--- src/rtl/uart_boot_loader_p.sv ---
// UART boot loader: receives a RAM image over rx, writes it word by word, verifies an
// 8-bit additive checksum, answers ACK/NAK on tx, and can dump the RAM back on request.
module uart_boot_loader_p #(
  parameter int CLKS_PER_BIT = 87,
  parameter int DATA_W       = 8,
  parameter int ADR_W        = 8,
  parameter int DEPTH        = 256
) (
  input  logic              clk,
  input  logic              rst,
  input  logic              ce,
  input  logic              rx,
  output logic              tx,
  input  logic              scan_memory,
  output logic              boot,
  input  logic [DATA_W-1:0] ram_out,
  output logic              ram_rw,
  output logic              ram_enable,
  output logic [ADR_W-1:0]  ram_adr,
  output logic [DATA_W-1:0] ram_in,
  output logic              err
);

  localparam int BPW = DATA_W / 8;
  localparam int BCW = $clog2(BPW + 1);
  localparam int CW  = $clog2(CLKS_PER_BIT);
  localparam logic [CW-1:0]    LAST_CLK = CW'(CLKS_PER_BIT - 1);
  localparam logic [CW-1:0]    HALF_CLK = CW'(CLKS_PER_BIT / 2 - 1);
  localparam logic [ADR_W-1:0] LAST_ADR = ADR_W'(DEPTH - 1);
  localparam logic [BCW-1:0]   LAST_BYTE = BCW'(BPW - 1);

  typedef enum logic [3:0] {
    LOAD, CHECK, ACK_TX, NAK_TX, RUN,
    SCAN_RD, SCAN_WAIT, SCAN_CAP, SCAN_TX, SCAN_END
  } state_t;

  state_t state, state_n;

  // ---------------- receiver ----------------
  logic          rx_m, rx_s, rx_prev;
  logic          rx_busy, rx_valid, rx_ferr;
  logic [CW-1:0] rx_cnt;
  logic [3:0]    rx_bit;
  logic [7:0]    rx_shift;

  // NOTE: sequential state is assigned with <= so every flop samples pre-edge values,
  // independent of statement order inside or across always_ff blocks.
  always_ff @(posedge clk or posedge rst) begin
    if (rst) begin
      rx_m     <= 1'b1;
      rx_s     <= 1'b1;
      rx_prev  <= 1'b1;
      rx_busy  <= 1'b0;
      rx_valid <= 1'b0;
      rx_ferr  <= 1'b0;
      rx_cnt   <= '0;
      rx_bit   <= '0;
      rx_shift <= '0;
    end else if (ce) begin
      rx_m     <= rx;
      rx_s     <= rx_m;
      rx_prev  <= rx_s;
      rx_valid <= 1'b0;
      rx_ferr  <= 1'b0;
      if (!rx_busy) begin
        if (rx_prev && !rx_s) begin
          rx_busy <= 1'b1;
          rx_cnt  <= '0;
          rx_bit  <= 4'd0;
        end
      end else if (rx_cnt == ((rx_bit == 4'd0) ? HALF_CLK : LAST_CLK)) begin
        rx_cnt <= '0;
        if (rx_bit == 4'd0) begin
          if (rx_s) rx_busy <= 1'b0;  // glitch, not a real start bit
          else      rx_bit  <= 4'd1;
        end else if (rx_bit == 4'd9) begin
          rx_busy  <= 1'b0;
          rx_valid <= rx_s;
          rx_ferr  <= !rx_s;
        end else begin
          rx_shift <= {rx_s, rx_shift[7:1]};
          rx_bit   <= rx_bit + 4'd1;
        end
      end else begin
        rx_cnt <= rx_cnt + 1'b1;
      end
    end
  end

  // ---------------- transmitter ----------------
  logic          tx_busy, tx_start;
  logic [7:0]    tx_data;
  logic [9:0]    tx_shift;
  logic [CW-1:0] tx_cnt;
  logic [3:0]    tx_bit;

  // The shift register idles all-ones, so tx is high whenever no frame is in flight.
  always_ff @(posedge clk or posedge rst) begin
    if (rst) begin
      tx_shift <= '1;
      tx_busy  <= 1'b0;
      tx_cnt   <= '0;
      tx_bit   <= '0;
    end else if (ce) begin
      if (tx_start && !tx_busy) begin
        tx_shift <= {1'b1, tx_data, 1'b0};
        tx_busy  <= 1'b1;
        tx_cnt   <= '0;
        tx_bit   <= 4'd0;
      end else if (tx_busy) begin
        if (tx_cnt == LAST_CLK) begin
          tx_cnt   <= '0;
          tx_shift <= {1'b1, tx_shift[9:1]};
          if (tx_bit == 4'd9) tx_busy <= 1'b0;
          else                tx_bit  <= tx_bit + 4'd1;
        end else begin
          tx_cnt <= tx_cnt + 1'b1;
        end
      end
    end
  end

  assign tx = tx_shift[0];

  // ---------------- loader control ----------------
  logic [BCW-1:0]    byte_cnt, scan_bcnt;
  logic [ADR_W-1:0]  word_idx, scan_idx;
  logic [7:0]        checksum;
  logic [DATA_W-1:0] word_buf, new_word, scan_buf;
  logic              scan_q, scan_q2, scan_from_run;
  logic              scan_ok, last_byte;

  assign last_byte = (byte_cnt == LAST_BYTE);
  assign new_word  = (word_buf >> 8) | (DATA_W'(rx_shift) << (DATA_W - 8));
  // A byte completing this cycle takes precedence over a scan request.
  assign scan_ok   = scan_q && !scan_q2 && !rx_valid && !tx_busy &&
                     (state == RUN ||
                      (state == LOAD && byte_cnt == '0 && word_idx == '0));
  assign boot      = (state != RUN);

  always_ff @(posedge clk or posedge rst) begin
    if (rst)     state <= LOAD;
    else if (ce) state <= state_n;
  end

  // NOTE: every output of this block gets a default first, so no path leaves a
  // signal unassigned and no latch is inferred.
  always_comb begin
    state_n  = state;
    tx_start = 1'b0;
    tx_data  = 8'h00;
    case (state)
      LOAD: begin
        if (rx_valid && last_byte && word_idx == LAST_ADR) state_n = CHECK;
        else if (scan_ok)                                  state_n = SCAN_RD;
      end
      CHECK: begin
        if (rx_valid) begin
          tx_start = 1'b1;
          if (rx_shift == checksum) begin
            tx_data = 8'h06;
            state_n = ACK_TX;
          end else begin
            tx_data = 8'h15;
            state_n = NAK_TX;
          end
        end
      end
      ACK_TX:    if (!tx_busy) state_n = RUN;
      NAK_TX:    if (!tx_busy) state_n = LOAD;
      RUN:       if (scan_ok)  state_n = SCAN_RD;
      SCAN_RD:   state_n = SCAN_WAIT;
      SCAN_WAIT: state_n = SCAN_CAP;
      SCAN_CAP:  state_n = SCAN_TX;
      SCAN_TX: begin
        if (!tx_busy) begin
          tx_start = 1'b1;
          tx_data  = scan_buf[7:0];
          // Prefetch the next word while the last byte of this one is on the wire.
          if (scan_bcnt == LAST_BYTE)
            state_n = (scan_idx == LAST_ADR) ? SCAN_END : SCAN_RD;
        end
      end
      SCAN_END:  if (!tx_busy) state_n = scan_from_run ? RUN : LOAD;
      default:   state_n = LOAD;
    endcase
  end

  always_ff @(posedge clk or posedge rst) begin
    if (rst) begin
      byte_cnt      <= '0;
      word_idx      <= '0;
      checksum      <= '0;
      word_buf      <= '0;
      scan_q        <= 1'b0;
      scan_q2       <= 1'b0;
      scan_from_run <= 1'b0;
      scan_idx      <= '0;
      scan_bcnt     <= '0;
      scan_buf      <= '0;
      ram_enable    <= 1'b0;
      ram_rw        <= 1'b0;
      ram_adr       <= '0;
      ram_in        <= '0;
      err           <= 1'b0;
    end else if (ce) begin
      scan_q     <= scan_memory;
      scan_q2    <= scan_q;
      ram_enable <= 1'b0;
      case (state)
        LOAD: begin
          if (rx_valid) begin
            checksum <= checksum + rx_shift;
            word_buf <= new_word;
            if (last_byte) begin
              byte_cnt   <= '0;
              ram_enable <= 1'b1;
              ram_rw     <= 1'b1;
              ram_adr    <= word_idx;
              ram_in     <= new_word;
              if (word_idx != LAST_ADR) word_idx <= word_idx + 1'b1;
            end else begin
              byte_cnt <= byte_cnt + 1'b1;
            end
          end else if (scan_ok) begin
            scan_from_run <= 1'b0;
            scan_idx      <= '0;
          end
        end
        CHECK: begin
          if (rx_valid) begin
            if (rx_shift == checksum) begin
              err <= 1'b0;
            end else begin
              err      <= 1'b1;
              word_idx <= '0;
              byte_cnt <= '0;
              checksum <= '0;
            end
          end
        end
        RUN: begin
          if (scan_ok) begin
            scan_from_run <= 1'b1;
            scan_idx      <= '0;
          end
        end
        SCAN_RD: begin
          ram_enable <= 1'b1;
          ram_rw     <= 1'b0;
          ram_adr    <= scan_idx;
        end
        SCAN_CAP: begin
          scan_buf  <= ram_out;
          scan_bcnt <= '0;
        end
        SCAN_TX: begin
          if (!tx_busy) begin
            scan_buf  <= scan_buf >> 8;
            scan_bcnt <= scan_bcnt + 1'b1;
            if (scan_bcnt == LAST_BYTE && scan_idx != LAST_ADR) scan_idx <= scan_idx + 1'b1;
          end
        end
        default: ;
      endcase
      if (rx_ferr) err <= 1'b1;
    end
  end

endmodule

--- config.mk ---
export PLATFORM = sky130hd
export DESIGN_NAME = uart_boot_loader_p
export DESIGN_NICKNAME = d
export VERILOG_FILES = /design/src/rtl/uart_boot_loader_p.sv
export SDC_FILE = /design/constraint.sdc
export NUM_CORES = 1
export LEC_CHECK = 0
export BUFFER_PORTS_ARGS = -buffer_cell sky130_fd_sc_hd__buf_2
export CAP_MARGIN = 25
export CORE_MARGIN = 3
export CORE_UTILIZATION = 65
export DETAILED_ROUTE_END_ITERATION = 10
export PLACE_DENSITY = 0.84
export SLEW_MARGIN = 20
export SYNTH_ARGS = -nofsm -noshare
export SYNTH_HDL_FRONTEND = slang
export SYNTH_SLANG_ARGS = --single-unit
--- constraint.sdc ---
create_clock -name clk -period 7.7 [get_ports clk]
set_clock_uncertainty 0.2 [all_clocks]
set_input_delay 1.155 -clock clk [delete_from_list [all_inputs] [get_ports clk]]
set_output_delay 1.155 -clock clk [all_outputs]
set_load 0.05 [all_outputs]
### After elaboration in Yosys (flattened, before gate mapping)

Cells that the tools add are included.

* reductions and logical operators: 44
* bitwise gates (word level): 4
* add/subtract/negate cells: 9
* mux-type cells: 96
* equal/unequal tests: 37

Operators by type and width (count)
* $mux 8: 14
* $pmux 8 s2: 5
* $mux 4: 19
* $mux 7: 7
* $pmux 4 s10: 1
* $mux 1: 37
* $mux 10: 3
* $ne 2x2->1 const B: 14
* $reduce_and 5->1: 5
* $pmux 8 s3: 1
* $reduce_bool 2->1: 9
* $add 8x1->8 const B: 2
* $eq 4x3->1 const B: 4
* $eq 4x4->1 const B: 4
* $eq 8x8->1 const B: 2
* $ne 8x8->1 const B: 2
* $add 7x1->7 const B: 2
* $reduce_and 7->1: 2
* $pmux 1 s2: 6
* $reduce_and 4->1: 3
* $logic_and 1x1->1: 11
* $mux 5: 2
* $reduce_and 3->1: 3
* $add 4x1->4 const B: 2
* 18 further kinds: 30

* register bits: 107
* input port bits: 13
* output and inout port bits: 21
* logic and storage cells: 218

### Logic depth before layout (Yosys ltp)

* depth in word-level cells: 8
* gate-level depth with buffers: 8
* gate-level depth less buffers: 7

### Worst setup path after synthesis

OpenSTA, ideal clock, no wires.

* path type: input -> register
* start: input port ce
* end: register scan_idx[5]
* library setup time: 0.127 ns
* setup slack: 4.897 ns
* stages: 6
* arrival time: 2.476 ns
* data required time: 7.373 ns
* buffers on the path: 1
* cell sequence: buf_2 inv_2 nor3_1 nand2_1 or4_4 mux2i_1

* word-level cells in the longest chain between the ends: 1

Ends and longest elaborated chain
* start, declared: RTL line 11 `input logic ce,`
* $reduce_and 5->1 (no source line)
* end signal, assigned: RTL line 261 `if (scan_bcnt == LAST_BYTE && scan_idx != LAST_ADR) scan_idx <= scan_idx + 1'b1;`
* end, declared: RTL line 127 `logic [ADR_W-1:0] word_idx, scan_idx;`

No other way between the ends.
A chain may end at the register's enable or synchronous reset.

### Worst setup path after layout

* start: register state[0]
* end: output port boot

* word-level cells in the longest chain between the ends: 1

Ends and longest elaborated chain
* start, declared: RTL line 37 `state_t state, state_n;`
* start signal, assigned: RTL line 143 `else if (ce) state <= state_n;`
* $ne 4x3->1: RTL line 139 `assign boot = (state != RUN);`
* end, declared: RTL line 15 `output logic boot,`

No other way between the ends.

==> key figures <==
Floorplan
  • FP Rows: 33
  • Die height: 100 um
  • Initial Utilization: 68.7%
  • Die area: 10100 um2
  • Die width: 100 um
  • Core ar.: 8420 um2
  • Ports: 34

Placement
  • Placed inst area: 5970 um2
  • Cells after DPL: 729
  • Buffers added on ports: 33
  • Dpl ws: 4320 ps
  • Placed wire-length estimate: 8410 um
  • GP Congestion: 0.931

Critical path
  • Crit path max fanout: 26
  • Worst path required time: 6340 ps
  • WP data arrival: 1800 ps
  • Max incr delay on CP: 850 ps
  • Buf+Inv Stages, Crit Path: 1
  • Worst path cell trace: nor3_1 -> nand2_1 -> buf_2
  • Critical Setup Path Class: reg -> out
  • Slowest-stage cell, CP: dfrtp_1
  • Top Family by Delay on Critical Path: flip-flops
  • Worst setup EP type: primary output
  • Startpoint Class: flip-flop

Clocking
  • CTS tree: done
  • Clk root buf: clkbuf_8
  • Worst-Skew Late Latency: 370 ps
  • Worst-path clk slew: 100 ps
  • CTS max path bufs: 2
  • CTS resizes: 0
  • Cts hold-fix bufs: 0
  • CTS buffer count: 9
  • Total number of H-tree levels: 3
  • Setup Fix Bufs, Post-CTS: 0
  • Clock sink total: 105

Routing
  • DR WL/cell: 16.0 um
  • Antenna viol nets, final: 0
  • DR vias: 4675
  • Initial DRC count: 338
  • Via density: 6.26
  • DR DRC count: 0
  • DR pass1 iterations: 5
  • Total Wirelength: 12000 um

GRT
  • Wire length of the first global-routing pass: 20900 um
  • Grt total ovfl: 0
  • Vias in the first global route: 4506
  • Pin count of the biggest net entering global routing: 64
  • Initial antenna violation count: 0
  • GRT Overall Usage: 25.4%

Finish
  • Fin area: 6180 um2
  • Final non-filler cell total: 747
  • Nets@finish: 670
  • Share of cells above drive strength 1: 15.0%
  • Area Growth Syn to Fin: 6.90%
  • Fill cells: 614
  • Core Util, Final: 73.4%
  • N_diodes: 0

Power
  • Clock power share: 23.8%
  • Net Sw Frac: 35.0%
  • Internal power: 947 uW
  • Logic gate share of total power: 24.7%
  • Reg power frac: 51.5%
  • Power Total: 1.46 mW
  • NetSw: 511 uW
  • LEAKAGE: 2.77 nW
  • Worst vdd ir: 162 uV
  • Pwr Density: 236 nW/um2

Yosys
  • Mapped cell area: 5780 um2
  • Post-synth EDFFs: 0
  • Unique masters post-synth: 73
  • YS warnings: 0
  • Count leader, synth: nand2_1
  • Post-Syn Area per Cell: 9.37 um2
  • Ys async rst share: 100%
  • Commonest cells in the synthesized netlist: 96 x nand2_1, 93 x dfrtp_1, 42 x o21ai_0
  • Yosys top cell area share: 40.2%
  • Top_reg_cell synth: dfrtp_1
  • Sequential cell area fraction in the yosys report: 45.7%
  • Biggest area consumer among synthesized cells: dfrtp_1
  • Synth Instances: 617
  • Largest cells by area after synthesis: dfrtp_1 40%, nand2_1 6.2%, dfstp_2 5.5%
  • Post-Syn Nets: 650
  • Yosys reg bits: 105

STA
  • Final setup viols: 0
  • Final worst slack: 4550 ps
  • Rel. slew slack: 27.6%
  • Highest clock rate: 317 MHz
  • Slew @ Worst Pin: 1080 ps
  • Final Slew Violations: 0
  • Crit path time final: 3150 ps
  • Setup TNS: 0 ps
  • Fin crit share: 41.0%
  • Final Hold Viols: 0
  • Hold WS: 260 ps
  • RSZ-0062 raised after global routing: false

Run
  • MaxCap Viol Count: 0

Min path
  • Hold WC Path Type: reg -> reg

Outcome
  • Status: completed
## metal layers
metal / GRT usage, % / routed length (um) / up-vias / part of all wire (%)
met1: 34.9 / 5290 / 2257 / 44
met5: 0 / 0 / - / 0
met3: 4.66 / 620 / 17 / 5.2
met4: 6.42 / 148 / 0 / 1.2
li1: - / - / 2258 / -
met2: 41.7 / 5930 / 143 / 49
## power by group through the flow
stage / Sequential [mW] / Combinational, mW / Clock [mW]
after floorplan: 0.690 / 0.346 / 0
after global placement: 0.749 / 0.340 / 0
after detailed placement: 0.758 / 0.357 / 0
after CTS: 0.747 / 0.358 / 0.352
after global routing: 0.766 / 0.409 / 0.375
final: 0.751 / 0.360 / 0.348
## flip-flops by register name (all words and copies together) (netlist names), 4 cells and up
| register | flops |
|---|---|
| state | 4 |
| tx_bit | 4 |
| tx_cnt | 7 |
| rx_bit | 4 |
| new_word | 8 |
| ram_adr | 8 |
| scan_buf | 8 |
| scan_idx | 8 |
| word_idx | 8 |
| checksum | 8 |
| ram_in | 8 |
| tx_shift | 9 |
| rx_cnt | 7 |
## worst reg2reg max path, cell delays in order, from the launching register on
cell and delay [ps]:
dfrtp_1 850, nand3b_1 240, a2111oi_4 860, o211ai_1 330, buf_4 260, a311oi_1 230
a21o_1 120
## placed cells by master (no fill, tap or decap), types with 3 or more instances in the layout
cell	n
nand2_1	96
dfrtp_1	93
o21ai_0	42
nor2_1	37
buf_2	33
nand3_1	28
nor3_1	22
inv_1	21
o21ai_1	20
a21oi_1	19
ha_1	19
mux2_2	16
mux2i_1	13
nor2b_1	12
dfstp_2	12
clkbuf_8	10
and3_1	9
o31ai_1	9
xnor2_1	7
a22o_1	7
nand2b_1	6
and2_1	6
nand4_1	6
a21o_1	5
xor2_1	5
nor4b_1	4
nor4_1	4
o22ai_1	4
or3_1	4
a2111oi_0	4
o41ai_1	4
o21bai_1	4
o21a_1	3
buf_4	3
## kinds of logic after synthesis
group                    count (synthesis)  share of synthesized area [%]
XOR/XNOR                                12                           1.82
flip-flops                             105                           45.7
AND/OR/NAND/NOR                        252                           21.9
adder cells (fa/ha/maj)                 20                           4.46
multiplexers                            29                           5.37
buffers and inverters                   51                           3.76
AO/OA/AOI/OAI                          148                           17.0
## path summary, 6_finish.rpt
path,startpoint,end,slack [ps],cells after the start
setup / recovery,state[0],boot,4550,3
hold / removal,tx_shift[0],tx_shift[0],260,2
setup reg to reg,state[0],tx_shift[2],4560,6
hold reg to reg,tx_shift[0],tx_shift[0],260,2
max in group asynchronous,rst,scan_q,5520,3
min in group asynchronous,rst,rx_bit[0],620,2
## area by class of cell
cell class / count / area [um2] / area share [%]
tap: 105 / 131 / 2.13
timing repair buffer: 37 / 195 / 3.16
inverter: 23 / 88.8 / 1.44
clock buffer: 12 / 145 / 2.35
multi-input combinational: 461 / 2930 / 47.3
clock inverter: 4 / 52.6 / 0.850
sequential: 105 / 2640 / 42.7
No activity file was read; power rests on OpenSTA's default activity.
